### src/rtl/vga3_pkg.sv
// Purpose: shared scanout-scheduler state encodings and strobe helper.
// Latency: n/a (declarations only).
// Backpressure: n/a.
package vga3_pkg;

    typedef enum logic [1:0] {
        ST_IDLE  = 2'd0,
        ST_FETCH = 2'd1,
        ST_DRAIN = 2'd2
    } scanState_t;

    // An edge-clocked vmmu strobe may only rise from a low level, so a request
    // is honoured only while the strobe is currently low.
    function automatic logic strobeAllowed(input logic strobeNow, input logic want);
        return want && !strobeNow;
    endfunction

endpackage

### src/rtl/strobe_gen.sv
// Purpose: registered pulse for an edge-clocked vmmu queue strobe.
// Latency: Strobe is high the cycle after Fire, for exactly one cycle.
// Backpressure: Want is refused (Fire=0) while Strobe is high, forcing >=1 low cycle.
// Ports: MemClk/Reset (sync, active-high), Want request in, Fire accept out, Strobe to vmmu.
module strobe_gen
    import vga3_pkg::*;
(
    input  logic MemClk,
    input  logic Reset,
    input  logic Want,
    output logic Fire,
    output logic Strobe
);

    assign Fire = strobeAllowed(Strobe, Want);

    always_ff @(posedge MemClk) begin
        if (Reset) begin
            Strobe <= 1'b0;
        end else begin
            Strobe <= Fire;
        end
    end

endmodule

### src/rtl/vmmu_scan_sched.sv
// Purpose: per-line scanout byte fetcher between vmmu read queues and the pixel stream.
// Latency: LineReq -> first PushReadReq high 1 cycle; pop -> PixelValid 1 cycle.
// Backpressure: credits stop pushes; a held pixel (Valid && !Ready) stops pops.
// Ports: LineReq/LineAddr start a line, LineBusy/LineOverrun status; PixelData/Valid/Ready
//        output stream; ReadAddrOut/PushReadReq/ReadReqQueueFull request side of vmmu;
//        ReadDataIn/ReadDataClkOut/ReadDataQueueEmpty data side of vmmu.
module vmmu_scan_sched
    import vga3_pkg::*;
#(
    parameter int AWIDTH     = 18,
    parameter int DWIDTH     = 8,
    parameter int LINE_BYTES = 640,
    parameter int CREDITS    = 8,
    parameter int CWIDTH     = 4
) (
    input  logic              MemClk,
    input  logic              Reset,
    input  logic              LineReq,
    input  logic [AWIDTH-1:0] LineAddr,
    output logic              LineBusy,
    output logic              LineOverrun,
    output logic [DWIDTH-1:0] PixelData,
    output logic              PixelValid,
    input  logic              PixelReady,
    output logic [AWIDTH-1:0] ReadAddrOut,
    output logic              PushReadReq,
    input  logic              ReadReqQueueFull,
    input  logic [DWIDTH-1:0] ReadDataIn,
    output logic              ReadDataClkOut,
    input  logic              ReadDataQueueEmpty
);

    localparam logic [15:0]       LINE_LEN = 16'(LINE_BYTES);
    localparam logic [CWIDTH-1:0] CRED_MAX = CWIDTH'(CREDITS);

    scanState_t        state, nextState;
    logic [AWIDTH-1:0] base;
    logic [AWIDTH-1:0] pushAddr;
    logic [15:0]       issued, popped, delivered;
    logic [CWIDTH-1:0] credit;
    logic              lineStart, pixelTake, outFree, captureNow;
    logic              pushWant, pushFire, popWant, popFire;

    assign lineStart = LineReq && (state == ST_IDLE);
    assign pixelTake = PixelValid && PixelReady;
    assign outFree   = !PixelValid || pixelTake;
    // The pop strobe is high exactly during the cycle the popped byte sits on ReadDataIn.
    assign captureNow = ReadDataClkOut;
    assign LineBusy   = (state != ST_IDLE);

    // The first request of a line is issued straight from LineAddr so it leaves
    // one cycle after LineReq; credit is always zero in IDLE.
    assign pushAddr = lineStart ? LineAddr : base + AWIDTH'(issued);
    assign pushWant = !ReadReqQueueFull &&
                      (lineStart ||
                       ((state == ST_FETCH) && (issued < LINE_LEN) && (credit < CRED_MAX)));
    // popFire implies no capture is pending, so freeing the output register now
    // guarantees room when the byte lands next cycle.
    assign popWant  = (state != ST_IDLE) && !ReadDataQueueEmpty && (popped < LINE_LEN) && outFree;

    strobe_gen pushStrobe (
        .MemClk (MemClk),
        .Reset  (Reset),
        .Want   (pushWant),
        .Fire   (pushFire),
        .Strobe (PushReadReq)
    );

    strobe_gen popStrobe (
        .MemClk (MemClk),
        .Reset  (Reset),
        .Want   (popWant),
        .Fire   (popFire),
        .Strobe (ReadDataClkOut)
    );

    always_comb begin
        nextState = state;
        case (state)
            ST_IDLE:  if (LineReq) nextState = ST_FETCH;
            ST_FETCH: if (issued == LINE_LEN) nextState = ST_DRAIN;
            ST_DRAIN: if (delivered == LINE_LEN) nextState = ST_IDLE;
            default:  nextState = ST_IDLE;
        endcase
    end

    always_ff @(posedge MemClk) begin
        if (Reset) begin
            state       <= ST_IDLE;
            base        <= '0;
            issued      <= '0;
            popped      <= '0;
            delivered   <= '0;
            credit      <= '0;
            LineOverrun <= 1'b0;
            PixelData   <= '0;
            PixelValid  <= 1'b0;
            ReadAddrOut <= '0;
        end else begin
            state <= nextState;

            // Includes the DRAIN->IDLE cycle, where state is still DRAIN.
            if (LineReq && (state != ST_IDLE)) LineOverrun <= 1'b1;

            if (lineStart) begin
                base      <= LineAddr;
                popped    <= '0;
                delivered <= '0;
                issued    <= {15'd0, pushFire};
            end else if (pushFire) begin
                issued <= issued + 16'd1;
            end

            if (pushFire) ReadAddrOut <= pushAddr;
            if (popFire)  popped <= popped + 16'd1;

            case ({pushFire, captureNow})
                2'b10:   credit <= credit + CWIDTH'(1);
                2'b01:   credit <= credit - CWIDTH'(1);
                default: credit <= credit;
            endcase

            if (captureNow) begin
                PixelData  <= ReadDataIn;
                PixelValid <= 1'b1;
            end else if (pixelTake) begin
                PixelValid <= 1'b0;
            end

            if (pixelTake) delivered <= delivered + 16'd1;
        end
    end

endmodule

### config.mk
export PLATFORM = sky130hd
export DESIGN_NAME = vmmu_scan_sched
export DESIGN_NICKNAME = d
export VERILOG_FILES = /design/src/rtl/vga3_pkg.sv /design/src/rtl/strobe_gen.sv /design/src/rtl/vmmu_scan_sched.sv
export SDC_FILE = /design/constraint.sdc
export NUM_CORES = 1
export LEC_CHECK = 0
export BUFFER_PORTS_ARGS = -buffer_cell sky130_fd_sc_hd__buf_4
export CAP_MARGIN = 5
export CORE_MARGIN = 2
export CORE_UTILIZATION = 60
export DETAILED_ROUTE_END_ITERATION = 16
export GPL_ROUTABILITY_DRIVEN = 1
export MAX_ROUTING_LAYER = met4
export PLACE_DENSITY = 0.79
export SYNTH_ARGS = -nofsm -noshare
export SYNTH_HDL_FRONTEND = slang
export SYNTH_SLANG_ARGS = --single-unit
### constraint.sdc
create_clock -name MemClk -period 4 [get_ports MemClk]
set_input_delay 0.6 -clock MemClk [delete_from_list [all_inputs] [get_ports MemClk]]
set_output_delay 0.6 -clock MemClk [all_outputs]
set_load 0.01 [all_outputs]
==> results.md <==
- Top FF cell, synth: dfxtp_1
- Arrival time at the worst endpoint: about 3 ns
- Largest family of logic cells by synthesized area: simple AND/OR/NAND/NOR gates
- Post-route DRC: 0
- Post-synth EDFFs: 0
- Post-synthesis simple-gate area fraction: 25.1%
- Adder-cell share of the synthesized area: 6.29%
- Max Freq: ~370 MHz
- Endpoints failing hold: 0
- Final GP Congestion: ~0.89
- RSZ-0062 raised after global routing: false
- Global-route wire length before repair: 20.2 mm
- Initial antenna violation count: 0
- Number of buffers created by CTS: 9
- Die Y: 96.2 um
- Met3 wire length: around 540 um
- Most frequent cells in the layout: dfxtp_1, nand2_1, nor2_1, buf_4, a21oi_1
- Seq cells post-synth: 102
- Total Die Area: 9240 sq um
- Share of layout cells above drive strength 1: 13.6%
- Most common cell after layout, fill and taps aside: dfxtp_1
- PwrDens: 340 nW/um^2
- Gr ovfl total: 0
- Mean Syn Cell Area: between 8 and 9 sq um
- Mapped Cells: 619
- Via Count: 4,652
- CTS tree: done
- Setup TNS: 0 ns
- Seq. cell area: roughly 2000 sq um
- Crit Path Max Fanout: 14
- Seq/Total Area, Yosys: 40.1%
- Mux share of post-synthesis cell area: 1.77%
- DRT Pass-1 Iters: 6
- Mapped Nets: 676
- Clock root buffer: clkbuf_8
- WHS: ~0.46 ns
- Final Util: between 70% and 80%
- Syn-to-layout area delta: 14.1%
- Type of origin of the critical path: flip-flop
- Mapped Area: 5090 sq um
- Clock-pin slew on the worst setup and hold paths: 0.11 ns
- Status: finished, final reports clean
- Initial DRC Count: 230
- CORE AREA: 8220 sq um
- Layout fillers: around 670
- Clock Skew: 0.0115 ns
- I/O pins: 63
- Total Routing Usage GR: 28.6%
- CP required: 4.30 ns
- Leak: 2.36 nW
- DPL Wire Length: ~8.8 mm
- Drt total wl: approximately 12 mm
- Compound-cell area share of the yosys netlist: 19.0%
- Final Cycle Share: 67.4%
- Setup CP Type: flip-flop to flip-flop
- Vias in the first global route: 4,338
- Worst Setup End Kind: flip-flop
- # H-tree levels: 3
- Initial Util: slightly above 60%
- Endpoints failing setup: 0
- Top sig layer: met4
- MaxCap Viol Count: 0
- HP Class: input port to flip-flop
- Relative slew slack: 54.6%
- Footprint of the multi-input gates: 2890 sq um
- Synth unique cells: 60
- Final instance area: about 5800 sq um
- Final worst path period need: 2.70 ns
- Reg2reg setup slack: 1.30 ns
- Post-CTS sizing: 0
- Avg WL per Cell: 15.7 um
- Hold Buf Count CTS: 0
- Post-CTS setup buffers: 0
- DP Area: around 5600 sq um
- Post-DRT Antenna Nets: 0
- XOR/XNOR Fraction of Synth Area: 4.47%
- Slew Limit Fails: 0
- Placed cell count: 763
- Slew @ Worst Pin: 0.681 ns
- Clk buf depth: 2
- Largest net degree at the start of global routing: between 40 and 50
- Row Count: 33
- Worst-skew pair later-pin latency: approximately 0.37 ns
- Nets@finish: 726
- Die W: 96.2 um
- Diodes inserted: 0
- # clock sinks: 102
- Metal2 WL: 6.10 mm
- Peak supply drop: roughly 0.00023 V
- Yosys warnings: 0
- Layout Cells excl Fill: 779
- Vias per std cell: 5.97
- Wire length on met1: 5.40 mm
- Port Buf Inserts: 62
- Async set or reset register ratio after synthesis: 0%
[per-stage QoR]
stage / total power [mW] / setup WS, ns
floorplan: 1.25 / 1.38
global placement: 1.35 / 1.51
detailed placement: 1.35 / 1.42
CTS: 2.00 / 1.33
global route: 2.07 / 1.12
finish: 1.98 / 1.30
[synthesized netlist by cell type, types with 2 or more instances]
master     count  share of area [%]
nor2_1        73                5.4
o21ai_1        3               0.29
or4_1          2               0.29
clkbuf_1      19                1.4
and3_1        13                1.6
o211ai_1       7                1.0
nand3b_1       3               0.44
nand4_1       15                1.8
nand2_1       79                5.8
o21a_1         3               0.44
nor2b_1        2               0.25
nand3_1       12                1.2
a311oi_1       8                1.4
mux2i_1        9                1.8
nor3_1        13                1.3
a211oi_1       4               0.59
or2_2          3               0.37
dfxtp_1      102                 40
a21o_1         9                1.3
xnor2_1       13                2.2
o2111ai_1      2               0.34
a21oi_1       65                6.4
buf_1          3               0.22
inv_1         14                1.0
a31oi_1        7               0.86
nor4b_1        6                1.0
ha_1          24                5.9
and4_1         6                1.0
o21bai_1       4               0.59
xor2_1        13                2.2
o21ai_0       22                2.2
o221ai_1       2               0.34
nand4b_1       2               0.34
o22ai_1        4               0.49
or3_1         11                1.4
buf_2          4               0.39
and2_1        14                1.7
a41oi_1        2               0.34
[final timing paths]
| kind | start | endpoint | cells past startpoint |
|---|---|---|---|
| max | issued[10]$_SDFFE_PP0P_ | credit[2]$_SDFFE_PP0P_ | 11 |
| min | ReadDataIn[5] | PixelData[5]$_SDFFE_PP0P_ | 3 |
| max reg2reg | issued[10]$_SDFFE_PP0P_ | credit[2]$_SDFFE_PP0P_ | 11 |
| min reg2reg | popped[15]$_SDFFE_PP0P_ | popped[15]$_SDFFE_PP0P_ | 1 |
[worst max-delay path, stage by stage, from the launching register on]
cell and delay, ns:
dfxtp_1 0.37, nor4_2 0.34, nand4_1 0.21, a21boi_2 0.21
inv_2 0.15, ha_1 0.28, xor2_1 0.16, ha_1 0.19
a21oi_1 0.19, xnor2_1 0.10, or3_1 0.30, a21oi_1 0.14
[layout make-up]
| type | count | area share, % |
|---|---|---|
| multi-input cells | 475 | 49.6 |
| flip-flops and latches | 102 | 35.1 |
| repair buffers | 66 | 8.52 |
| well taps | 105 | 2.26 |
| clock buffers | 9 | 2.13 |
| clock inverters | 7 | 1.36 |
| inverters | 15 | 0.968 |
[report_power, final]
| part | internal (mW) | switching [mW] | leakage (nW) |
|---|---|---|---|
| Combinational | 0.105 | 0.145 | 1.43 |
| Clock | 0.248 | 0.400 | 0.102 |
| Sequential | 1.05 | 0.0277 | 0.828 |
[flip-flops by register name (all words and copies together) (netlist names)]
name,count
popped,16
pushStrobe.Strobe,1
state,2
issued,16
delivered,16
popStrobe.Strobe,1
PixelData,8
base,18
ReadAddrOut,18
credit,4
PixelValid,1
LineOverrun,1
[per-layer routing]
layer,GRT usage (%),vias up
li1,-,2318
met1,36.7,2191
met2,46.9,124
met3,4.86,19
met4,7.38,0
met5,-,-
[cells by family (layout without fill, tap and decap cells)]
logic type,Yosys count,after routing
AND/OR/NAND/NOR,261,261
AO/OA/AOI/OAI,154,154
flip-flops,102,102
buffers and inverters,42,97
XOR/XNOR,26,26
adder cells (fa/ha/maj),25,25
multiplexers,9,9
Power figures use the tool's default switching activity.
